### src/rtl/counter_sweep_ctrl.sv
// Triangle-sweep sequencer for an up/down counter with enable and synchronous clear.
// It clears the counter, ramps it to hi, dwells, ramps it to lo, dwells, and repeats.
module counter_sweep_ctrl #(
  parameter int N  = 4,
  parameter int DW = 4,
  parameter int SW = 4
) (
  input  logic          clk,
  input  logic          rst,
  input  logic          start,
  input  logic          stop,
  input  logic [N-1:0]  lo,
  input  logic [N-1:0]  hi,
  input  logic [DW-1:0] dwell,
  input  logic [SW-1:0] n_sweeps,
  input  logic [N-1:0]  q,
  output logic          mod,
  output logic          cnt_en,
  output logic          cnt_clr,
  output logic          busy,
  output logic          done,
  output logic          err,
  output logic [SW-1:0] sweep_cnt,
  output logic [2:0]    dbg_state
);

  typedef enum logic [2:0] {
    IDLE     = 3'd0,
    CLEAR    = 3'd1,
    UP       = 3'd2,
    DWELL_HI = 3'd3,
    DOWN     = 3'd4,
    DWELL_LO = 3'd5,
    DONE     = 3'd6
  } state_t;

  state_t        state;
  logic [N-1:0]  lo_l;
  logic [N-1:0]  hi_l;
  logic [DW-1:0] dwell_l;
  logic [SW-1:0] n_sweeps_l;
  logic [DW-1:0] dwell_cnt;
  logic [SW-1:0] sweep_next;

  assign sweep_next = sweep_cnt + SW'(1);

  // Handshake: start is a one-cycle request sampled only in IDLE; stop is
  // sampled every cycle and has priority over start and over every transition.
  always_ff @(posedge clk or negedge rst) begin
    if (!rst) begin
      state      <= IDLE;
      lo_l       <= '0;
      hi_l       <= '0;
      dwell_l    <= '0;
      n_sweeps_l <= '0;
      dwell_cnt  <= '0;
      sweep_cnt  <= '0;
      done       <= 1'b0;
      err        <= 1'b0;
    end else begin
      done <= 1'b0;
      err  <= 1'b0;
      if (state != IDLE && stop) begin
        state <= IDLE;
      end else begin
        case (state)
          IDLE: begin
            if (start && !stop) begin
              if (lo < hi) begin
                lo_l       <= lo;
                hi_l       <= hi;
                dwell_l    <= dwell;
                n_sweeps_l <= n_sweeps;
                sweep_cnt  <= '0;
                state      <= CLEAR;
              end else begin
                err <= 1'b1;
              end
            end
          end
          CLEAR: state <= UP;
          UP: begin
            if (q == hi_l) begin
              if (dwell_l == '0) begin
                state <= DOWN;
              end else begin
                dwell_cnt <= dwell_l;
                state     <= DWELL_HI;
              end
            end
          end
          DWELL_HI: begin
            if (dwell_cnt <= DW'(1)) state <= DOWN;
            else dwell_cnt <= dwell_cnt - DW'(1);
          end
          DOWN: begin
            if (q == lo_l) begin
              sweep_cnt <= sweep_next;
              if (n_sweeps_l != '0 && sweep_next == n_sweeps_l) begin
                state <= DONE;
                done  <= 1'b1;
              end else if (dwell_l == '0) begin
                state <= UP;
              end else begin
                dwell_cnt <= dwell_l;
                state     <= DWELL_LO;
              end
            end
          end
          DWELL_LO: begin
            if (dwell_cnt <= DW'(1)) state <= UP;
            else dwell_cnt <= dwell_cnt - DW'(1);
          end
          DONE:    state <= IDLE;
          default: state <= IDLE;
        endcase
      end
    end
  end

  // Counter controls decode straight from state and q so a ramp stops on the bound itself.
  always_comb begin
    cnt_clr = (state == CLEAR);
    mod     = !(state == DWELL_HI || state == DOWN);
    cnt_en  = (state == UP && q != hi_l) || (state == DOWN && q != lo_l);
  end

  assign busy      = (state != IDLE);
  assign dbg_state = state;

endmodule

### config.mk
export PLATFORM = sky130hd
export DESIGN_NAME = counter_sweep_ctrl
export DESIGN_NICKNAME = d
export VERILOG_FILES = /design/src/rtl/counter_sweep_ctrl.sv
export SDC_FILE = /design/constraint.sdc
export NUM_CORES = 1
export LEC_CHECK = 0
export BUFFER_PORTS_ARGS = -buffer_cell sky130_fd_sc_hd__buf_2
export CAP_MARGIN = 20
export CORE_UTILIZATION = 54
export CTS_CLUSTER_DIAMETER = 150
export DETAILED_ROUTE_END_ITERATION = 8
export HOLD_SLACK_MARGIN = 0.06
export PLACE_DENSITY = 0.82
export SLEW_MARGIN = 10
export SYNTH_ARGS = -nofsm -noshare
export SYNTH_HDL_FRONTEND = slang
export SYNTH_SLANG_ARGS = --single-unit
### constraint.sdc
create_clock -name clk -period 2.57 [get_ports clk]
set_input_delay 0.257 -clock clk [delete_from_list [all_inputs] [get_ports clk]]
set_output_delay 0.257 -clock clk [all_outputs]
set_load 0.03 [all_outputs]
==> metrics.txt, run 1 <==
# TYPE chip_impl_metric gauge
chip_impl_info{name="setup.worst_path.end_class",value="primary output"} 1
chip_impl_info{name="cts-root-buf",value="sky130_fd_sc_hd__clkbuf_4"} 1
chip_impl_metric{name="drc_errors",unit=""} 0
chip_impl_metric{name="clock_latency",unit="ps"} 340
chip_impl_metric{name="max_slew.worst_pin.slew",unit="ps"} 638
chip_impl_info{name="min_delay_endpoint",value="dwell_l[2]"} 1
chip_impl_metric{name="final_nets",unit=""} 242
chip_impl_info{name="synth_top_cell_by_area",value="sky130_fd_sc_hd__dfrtp_1"} 1
chip_impl_metric{name="synthesis.area",unit="mm2"} 0.00183
chip_impl_metric{name="antenna_violations_before_repair",unit=""} 0
chip_impl_metric{name="synth-simple-area-share",unit="%"} 15.2
chip_impl_metric{name="final.setup_skew",unit="ps"} 6.96
chip_impl_metric{name="synth_seq_area_share",unit="%"} 39.8
chip_impl_metric{name="final_core_util",unit="%"} 67.5
chip_impl_metric{name="ctsHtreeMaxLevel",unit=""} 2
chip_impl_metric{name="worst-r2r-cell-count",unit=""} 6
chip_impl_metric{name="fillers",unit=""} 273
chip_impl_info{name="worst_setup_path_start_kind",value="flip-flop"} 1
chip_impl_info{name="rsz0062_at_grt",value="no"} 1
chip_impl_metric{name="global_route.usage.total",unit="%"} 25.8
chip_impl_metric{name="via_count_of_the_first_global_routing_pass",unit=""} 1495
chip_impl_metric{name="hpwl",unit="um"} 3000
chip_impl_metric{name="min_cycle_time_layout",unit="ps"} 2420
chip_impl_info{name="launch_instance_of_the_worst_register_to_register_path",value="sweep_cnt[0]"} 1
chip_impl_metric{name="chipHeight",unit="um"} 60.1
chip_impl_metric{name="postCtsHoldBufs",unit=""} 1
chip_impl_metric{name="synth.area.mux_share",unit="%"} 16.6
chip_impl_info{name="synth_top_family_by_area",value="multiplexers"} 1
chip_impl_metric{name="min_period_over_period",unit="%"} 94.1
chip_impl_metric{name="power.density",unit="mW/mm2"} 905
chip_impl_metric{name="synth_compound_gate_area_share",unit="%"} 11.8
chip_impl_metric{name="clock_tree.buffer_depth",unit=""} 2
chip_impl_metric{name="core.rowCount",unit=""} 20
chip_impl_info{name="post_synth_most_frequent_cells",value="sky130_fd_sc_hd__dfrtp_1 (29), sky130_fd_sc_hd__nand2_1 (12), sky130_fd_sc_hd__xnor2_1 (11), sky130_fd_sc_hd__mux2_2 (10), sky130_fd_sc_hd__mux2_4 (10)"} 1
chip_impl_metric{name="cts_sinks",unit=""} 29
chip_impl_metric{name="arrival",unit="ps"} 2160
chip_impl_metric{name="yosys_register_bits",unit=""} 29
chip_impl_metric{name="combinationalPowerShare",unit="%"} 44.7
chip_impl_metric{name="power.sequential.fraction",unit="%"} 42.1
chip_impl_metric{name="power.ir.vdd_worst",unit="mV"} 0.482
chip_impl_metric{name="place_congestion",unit=""} 0.868
chip_impl_metric{name="netlist_instances",unit=""} 168
chip_impl_metric{name="asyncSetResetFlopFracSynth",unit="%"} 100
chip_impl_metric{name="route.vias.total",unit=""} 1453
chip_impl_metric{name="routed_via_density",unit=""} 5.70
chip_impl_metric{name="area_growth_syn_to_layout",unit="%"} 15.7
chip_impl_metric{name="max_cap_violations",unit=""} 0
chip_impl_metric{name="largest_net_degree_at_the_start_of_global_routing",unit=""} 30
chip_impl_metric{name="final_layout_size_suffix_gt1_share",unit="%"} 35.5
chip_impl_info{name="top_flip_flop_cell_by_instance_count_after_synthesis",value="sky130_fd_sc_hd__dfrtp_1"} 1
chip_impl_metric{name="floorplan.core_area",unit="mm2"} 0.00313
chip_impl_metric{name="postSynthAreaPerCell",unit="um2"} 10.9
chip_impl_metric{name="syn_nets",unit=""} 198
chip_impl_metric{name="p_leak",unit="nW"} 1.03
chip_impl_metric{name="final-seq-area",unit="um2"} 726
chip_impl_metric{name="clk_pin_slew_worst_paths",unit="ps"} 90
chip_impl_metric{name="synth-adder-area-share",unit="%"} 4.66
chip_impl_metric{name="initial_core_util",unit="%"} 58.4
chip_impl_metric{name="wl_per_cell",unit="um"} 15.2
chip_impl_metric{name="finalWirelength",unit="um"} 3880
chip_impl_metric{name="total_neg_setup_slack",unit="ps"} 0
chip_impl_metric{name="worst-r2r-setup-slack",unit="ps"} 230
chip_impl_metric{name="netlist-cell-type-count",unit=""} 44
chip_impl_info{name="cts_tree",value="built"} 1
chip_impl_metric{name="timing.final.hold_violations",unit=""} 0
chip_impl_metric{name="numCtsBuffers",unit=""} 5
chip_impl_info{name="worst_hold_path_type",value="input pin to flip-flop"} 1
chip_impl_metric{name="grt-ovfl-total",unit=""} 0
chip_impl_metric{name="cts_post_setup_buffers_inserted",unit=""} 0
chip_impl_metric{name="dieWidth",unit="um"} 60.1
chip_impl_metric{name="placement.io_buffers",unit=""} 36
chip_impl_info{name="yosys-top-cells-area",value="sky130_fd_sc_hd__dfrtp_1 (40%), sky130_fd_sc_hd__mux2_4 (8.2%), sky130_fd_sc_hd__mux2_2 (6.2%)"} 1
chip_impl_metric{name="design.die.area",unit="mm2"} 0.00362
chip_impl_metric{name="number_of_pins_with_negative_max_slew_slack_in_the_final_report",unit=""} 0
chip_impl_metric{name="netlist.area_leader.share",unit="%"} 39.8
chip_impl_info{name="crit-reg2reg-capture",value="dwell_cnt[3]"} 1
chip_impl_metric{name="cell_internal_pwr",unit="mW"} 1.18
chip_impl_metric{name="power.clock.fraction",unit="%"} 13.2
chip_impl_metric{name="synthXorXnorAreaFrac",unit="%"} 8.02
chip_impl_metric{name="ctsResizeCount",unit=""} 0
chip_impl_metric{name="final_antenna_net_count",unit=""} 0
chip_impl_metric{name="synth-edff-count",unit=""} 0
chip_impl_metric{name="pin_count",unit=""} 37
chip_impl_metric{name="min_path_cells",unit=""} 2
chip_impl_metric{name="detailedRoute.firstIterationViolations",unit=""} 34
chip_impl_info{name="path_class",value="flip-flop to primary output"} 1
chip_impl_metric{name="switching_power_as_a_share_of_total_power",unit="%"} 38.2
chip_impl_metric{name="synth_warnings",unit=""} 0
chip_impl_metric{name="antenna_cells_inserted",unit=""} 0
chip_impl_info{name="status",value="complete, no violations"} 1
chip_impl_metric{name="cp_data_required_time",unit="ps"} 2310
chip_impl_metric{name="multi_input_area",unit="mm2"} 0.00103
chip_impl_info{name="hp-start",value="dwell[2]"} 1
chip_impl_metric{name="first_pass_iters",unit=""} 5
chip_impl_info{name="yosys.cell_count.top_type",value="sky130_fd_sc_hd__dfrtp_1"} 1
chip_impl_metric{name="fmaxAchievable",unit="GHz"} 0.414
chip_impl_metric{name="timing.max_slew.rel_slack",unit="%"} 57.1
chip_impl_metric{name="switchingPower",unit="mW"} 0.730
chip_impl_metric{name="grt_pass1_wl",unit="um"} 6570
chip_impl_metric{name="critical_path_peak_fanout",unit=""} 13
chip_impl_metric{name="final_setup_violation_count",unit=""} 0
[final cells by class]
| cell class | count | share of cell area [%] |
|---|---|---|
| clock inverter | 1 | 0.237 |
| tap | 44 | 2.61 |
| inverter | 7 | 1.24 |
| sequential | 29 | 34.4 |
| timing repair buffer | 43 | 11.1 |
| clock buffer | 5 | 1.78 |
| multi-input combinational | 126 | 48.6 |
[state kept, by name, summed over array words and instances (netlist names)]
name / cells
sweep_cnt: 4
hi_l: 4
done: 1
dwell_l: 4
err: 1
dbg_state: 3
n_sweeps_l: 4
dwell_cnt: 4
lo_l: 4
[layer usage]
| layer | track usage, % | wire, um | vias up |
|---|---|---|---|
| met4 | 15.3 | 102 | 0 |
| li1 | - | - | 689 |
| met5 | 0 | 0 | - |
| met2 | 41.6 | 1890 | 50 |
| met1 | 29.9 | 1680 | 703 |
| met3 | 7.79 | 202 | 11 |
[cells by family after synthesis]
kind of cell | after synthesis
AO/OA/AOI/OAI | 30
adder cells (fa/ha/maj) | 7
XOR/XNOR | 15
multiplexers | 24
AND/OR/NAND/NOR | 50
flip-flops | 29
buffers and inverters | 13
[per-stage QoR]
| step | std cells | area (um2) | setup WS [ps] | total power [mW] | hold slack, ps |
|---|---|---|---|---|---|
| 2_1_floorplan | 168 | 1830 | 392 | 1.45 | -38.6 |
| 3_3_place_gp | 248 | 2060 | 309 | 1.61 | 306 |
| 3_5_place_dp | 248 | 2060 | 253 | 1.66 | 318 |
| 4_1_cts | 255 | 2110 | 150 | 1.92 | 137 |
| 5_1_grt | 255 | 2110 | 51.1 | 2.05 | 140 |
| 6_report | 255 | 2110 | 152 | 1.91 | 149 |
[power groups by stage]
| stage | combinational [mW] | clock (mW) | sequential [mW] |
|---|---|---|---|
| 2_1_floorplan | 0.669 | 0 | 0.782 |
| 3_3_place_gp | 0.811 | 0 | 0.801 |
| 3_5_place_dp | 0.847 | 0 | 0.815 |
| 4_1_cts | 0.857 | 0.261 | 0.805 |
| 5_1_grt | 0.942 | 0.277 | 0.831 |
| 6_report | 0.854 | 0.252 | 0.805 |
[critical path: stages, from the launching register on]
cell and delay (ps):
sky130_fd_sc_hd__dfrtp_1 520, sky130_fd_sc_hd__or3b_2 540, sky130_fd_sc_hd__a41oi_1 240, sky130_fd_sc_hd__buf_4 180, sky130_fd_sc_hd__or2_2 140, sky130_fd_sc_hd__buf_2 200
[cells in the final DEF, fill, tap and decap left out, types with 2 or more instances in the layout]
master                      synthesis  routed
sky130_fd_sc_hd__nor3b_1            2       2
sky130_fd_sc_hd__clkbuf_4           0       5
sky130_fd_sc_hd__nand2_1           12      12
sky130_fd_sc_hd__buf_4              0       6
sky130_fd_sc_hd__a21oi_1            4       4
sky130_fd_sc_hd__o211ai_1           2       2
sky130_fd_sc_hd__o2bb2ai_1          2       2
sky130_fd_sc_hd__or3_1              3       3
sky130_fd_sc_hd__nor2b_1            5       5
sky130_fd_sc_hd__xor2_1             3       3
sky130_fd_sc_hd__mux2i_1            4       4
sky130_fd_sc_hd__nor2_1             7       7
sky130_fd_sc_hd__xnor2_1           11      11
sky130_fd_sc_hd__or3b_2             2       2
sky130_fd_sc_hd__mux2_2            10      10
sky130_fd_sc_hd__or2_2              3       3
sky130_fd_sc_hd__nor3_1             3       3
sky130_fd_sc_hd__o21a_1             4       4
sky130_fd_sc_hd__a41oi_1            2       2
sky130_fd_sc_hd__o21ai_0            6       6
sky130_fd_sc_hd__dfrtp_1           29      29
sky130_fd_sc_hd__nand2b_1           4       4
sky130_fd_sc_hd__nor4_1             2       2
sky130_fd_sc_hd__inv_1              7       7
sky130_fd_sc_hd__buf_2              0      36
sky130_fd_sc_hd__o31ai_1            3       3
sky130_fd_sc_hd__mux2_4            10      10
sky130_fd_sc_hd__ha_1               6       6
[worst max path at each step]
stage	startpoint	end	slack (ps)	depth (start not counted)
after global routing	dbg_state[0]	cnt_en	50	5
after detailed placement	hi[1]	lo_l[2]	250	8
after floorplan	sweep_cnt[0]	dwell_cnt[1]	390	6
after global placement	sweep_cnt[0]	dwell_cnt[3]	310	6
final	dbg_state[0]	cnt_en	150	5
after CTS	dbg_state[0]	cnt_en	150	5
Power figures use the tool's default switching activity.
==> run 2: changes to the inputs <==
RECOVER_POWER = 50   (was default)
==> metrics.txt, run 2 (same netlist as run 1, synthesis figures left out) <==
# TYPE chip_impl_metric gauge
chip_impl_metric{name="final_layout_size_suffix_gt1_share",unit="%"} 32.2
chip_impl_metric{name="dieWidth",unit="um"} 60.1
chip_impl_metric{name="global_route.usage.total",unit="%"} 25.8
chip_impl_metric{name="cp_data_required_time",unit="ps"} 2310
chip_impl_metric{name="via_count_of_the_first_global_routing_pass",unit=""} 1495
chip_impl_metric{name="routed_via_density",unit=""} 5.69
chip_impl_metric{name="route.vias.total",unit=""} 1450
chip_impl_metric{name="arrival",unit="ps"} 2170
chip_impl_metric{name="timing.max_slew.rel_slack",unit="%"} -1.64
chip_impl_metric{name="largest_net_degree_at_the_start_of_global_routing",unit=""} 30
chip_impl_metric{name="final.setup_skew",unit="ps"} 7.03
chip_impl_info{name="critical_path.cell_chain",value="or3b_2, a41oi_1, buf_4, or2_2, buf_2"} 1
chip_impl_info{name="path_class",value="flip-flop to primary output"} 1
chip_impl_info{name="timing.critical_path.slowest_stage_cell",value="sky130_fd_sc_hd__or3b_2"} 1
chip_impl_metric{name="clock_latency",unit="ps"} 340
chip_impl_metric{name="antenna_violations_before_repair",unit=""} 0
chip_impl_metric{name="worstPathBufferInverterCount",unit=""} 2
chip_impl_metric{name="max_slew.worst_pin.slew",unit="ps"} 1520
chip_impl_metric{name="first_pass_iters",unit=""} 5
chip_impl_metric{name="area_growth_syn_to_layout",unit="%"} 15.2
chip_impl_metric{name="p_leak",unit="nW"} 1.00
chip_impl_metric{name="fmaxAchievable",unit="GHz"} 0.413
chip_impl_info{name="failing_checks",value="capacitance limit, slew limit"} 1
chip_impl_info{name="cpLargestDelayFamily",value="simple AND/OR/NAND/NOR gates"} 1
chip_impl_metric{name="detailedRoute.firstIterationViolations",unit=""} 42
chip_impl_metric{name="final_antenna_net_count",unit=""} 0
chip_impl_metric{name="place_congestion",unit=""} 0.868
chip_impl_info{name="worst_setup_path_start_kind",value="flip-flop"} 1
chip_impl_metric{name="antenna_cells_inserted",unit=""} 0
chip_impl_metric{name="ctsHtreeMaxLevel",unit=""} 2
chip_impl_metric{name="initial_core_util",unit="%"} 58.4
chip_impl_info{name="setup.worst_path.end_class",value="primary output"} 1
chip_impl_metric{name="max_cap_violations",unit=""} 1
chip_impl_metric{name="power.ir.vdd_worst",unit="mV"} 0.481
chip_impl_info{name="worst_hold_path_type",value="input pin to flip-flop"} 1
chip_impl_metric{name="place_ws",unit="ps"} 253
chip_impl_metric{name="numCtsBuffers",unit=""} 5
chip_impl_metric{name="grt_pass1_wl",unit="um"} 6570
chip_impl_metric{name="floorplan.core_area",unit="mm2"} 0.00313
chip_impl_metric{name="critical_path_peak_fanout",unit=""} 13
chip_impl_metric{name="timing.final.hold_violations",unit=""} 0
chip_impl_metric{name="min_period_over_period",unit="%"} 94.3
chip_impl_metric{name="finalWirelength",unit="um"} 3870
chip_impl_metric{name="pin_count",unit=""} 37
chip_impl_metric{name="clk_pin_slew_worst_paths",unit="ps"} 90
chip_impl_metric{name="clock_tree.buffer_depth",unit=""} 2
chip_impl_metric{name="placement.io_buffers",unit=""} 36
chip_impl_info{name="layout.cells.most_common_list",value="sky130_fd_sc_hd__dfrtp_1 (29), sky130_fd_sc_hd__buf_2 (29), sky130_fd_sc_hd__nand2_1 (12), sky130_fd_sc_hd__xnor2_1 (11)"} 1
chip_impl_metric{name="power.density",unit="mW/mm2"} 908
chip_impl_info{name="status",value="finished with violations"} 1
chip_impl_metric{name="critPathMaxStageDelay",unit="ps"} 540
chip_impl_metric{name="final_critical_path_setup_slack",unit="ps"} 147
chip_impl_metric{name="total_neg_setup_slack",unit="ps"} 0
chip_impl_metric{name="chipHeight",unit="um"} 60.1
chip_impl_metric{name="design.die.area",unit="mm2"} 0.00362
chip_impl_metric{name="final_nets",unit=""} 242
chip_impl_info{name="cts_tree",value="built"} 1
chip_impl_metric{name="cts_sinks",unit=""} 29
chip_impl_info{name="cts-root-buf",value="sky130_fd_sc_hd__clkbuf_4"} 1
chip_impl_metric{name="number_of_pins_with_negative_max_slew_slack_in_the_final_report",unit=""} 30
chip_impl_metric{name="final_setup_violation_count",unit=""} 0
chip_impl_metric{name="min_cycle_time_layout",unit="ps"} 2420
chip_impl_metric{name="hpwl",unit="um"} 3000
chip_impl_metric{name="wl_per_cell",unit="um"} 15.2
chip_impl_metric{name="drc_errors",unit=""} 0
chip_impl_metric{name="core.rowCount",unit=""} 20
chip_impl_metric{name="grt-ovfl-total",unit=""} 0
chip_impl_info{name="rsz0062_at_grt",value="no"} 1
## run 2: worst paths after layout
check | from | to | slack [ps] | cells after the start
setup / recovery | dbg_state[0] | cnt_en | 150 | 5
hold / removal | dwell[2] | dwell_l[2] | 150 | 2
setup reg to reg | sweep_cnt[0] | dwell_cnt[3] | 230 | 6
hold reg to reg | lo_l[0] | lo_l[0] | 540 | 1
max in group asynchronous | rst | hi_l[0] | 860 | 2
min in group asynchronous | rst | sweep_cnt[3] | 810 | 2
## run 2: layout make-up
cell class / count / area [um2]
multi-input combinational: 126 / 1030
fill: 279 / 1020
sequential: 29 / 726
timing repair buffer: 43 / 226
tap: 44 / 55.1
clock buffer: 5 / 37.5
inverter: 7 / 26.3
clock inverter: 1 / 5.00
## run 2: power by group
part	switching [mW]	internal (mW)	leakage (nW)	total (mW)
clock	0.158	0.0945	0.0269	0.253
sequential	0.176	0.630	0.365	0.805
combinational	0.396	0.455	0.609	0.852
total	0.731	1.18	1.00	1.91
## run 2: repair_timing
action / in CTS / in global routing
setup endpoints to repair: 0 / 0
hold buffers: 1 / 0
resized for setup: 0 / 0
endpoints found under the hold margin: 29 / 0
setup buffers: 0 / 0
## run 2: routing by layer
| layer | up-vias | global-route usage (%) | part of all wire, % |
|---|---|---|---|
| li1 | 690 | - | - |
| met1 | 701 | 29.9 | 43 |
| met2 | 51 | 41.6 | 49 |
| met3 | 8 | 7.79 | 5.5 |
| met4 | 0 | 15.3 | 2.6 |
| met5 | - | 0 | 0 |
## run 2: worst register-to-register path: cells and delay by family (launching register included)
family	cells	cell delay, ps
xor gates and xnor gates	1	160
AOI/OAI and AO/OA	1	350
DFF	1	470
adders and majority gates	1	370
and+or+nand+nor	2	500
muxes	1	390
## run 2: metrics by stage
step / total power [mW] / std cells / utilization [%] / cell area (um2) / hold slack (ps)
after floorplan: 1.45 / 168 / - / 1830 / -38.6
after global placement: 1.61 / 248 / 65.8 / 2060 / 306
after detailed placement: 1.66 / 248 / 65.8 / 2060 / 318
after CTS: 1.92 / 255 / 67.5 / 2110 / 137
after global routing: 2.05 / 255 / 67.2 / 2100 / 140
final: 1.91 / 255 / 67.2 / 2100 / 148
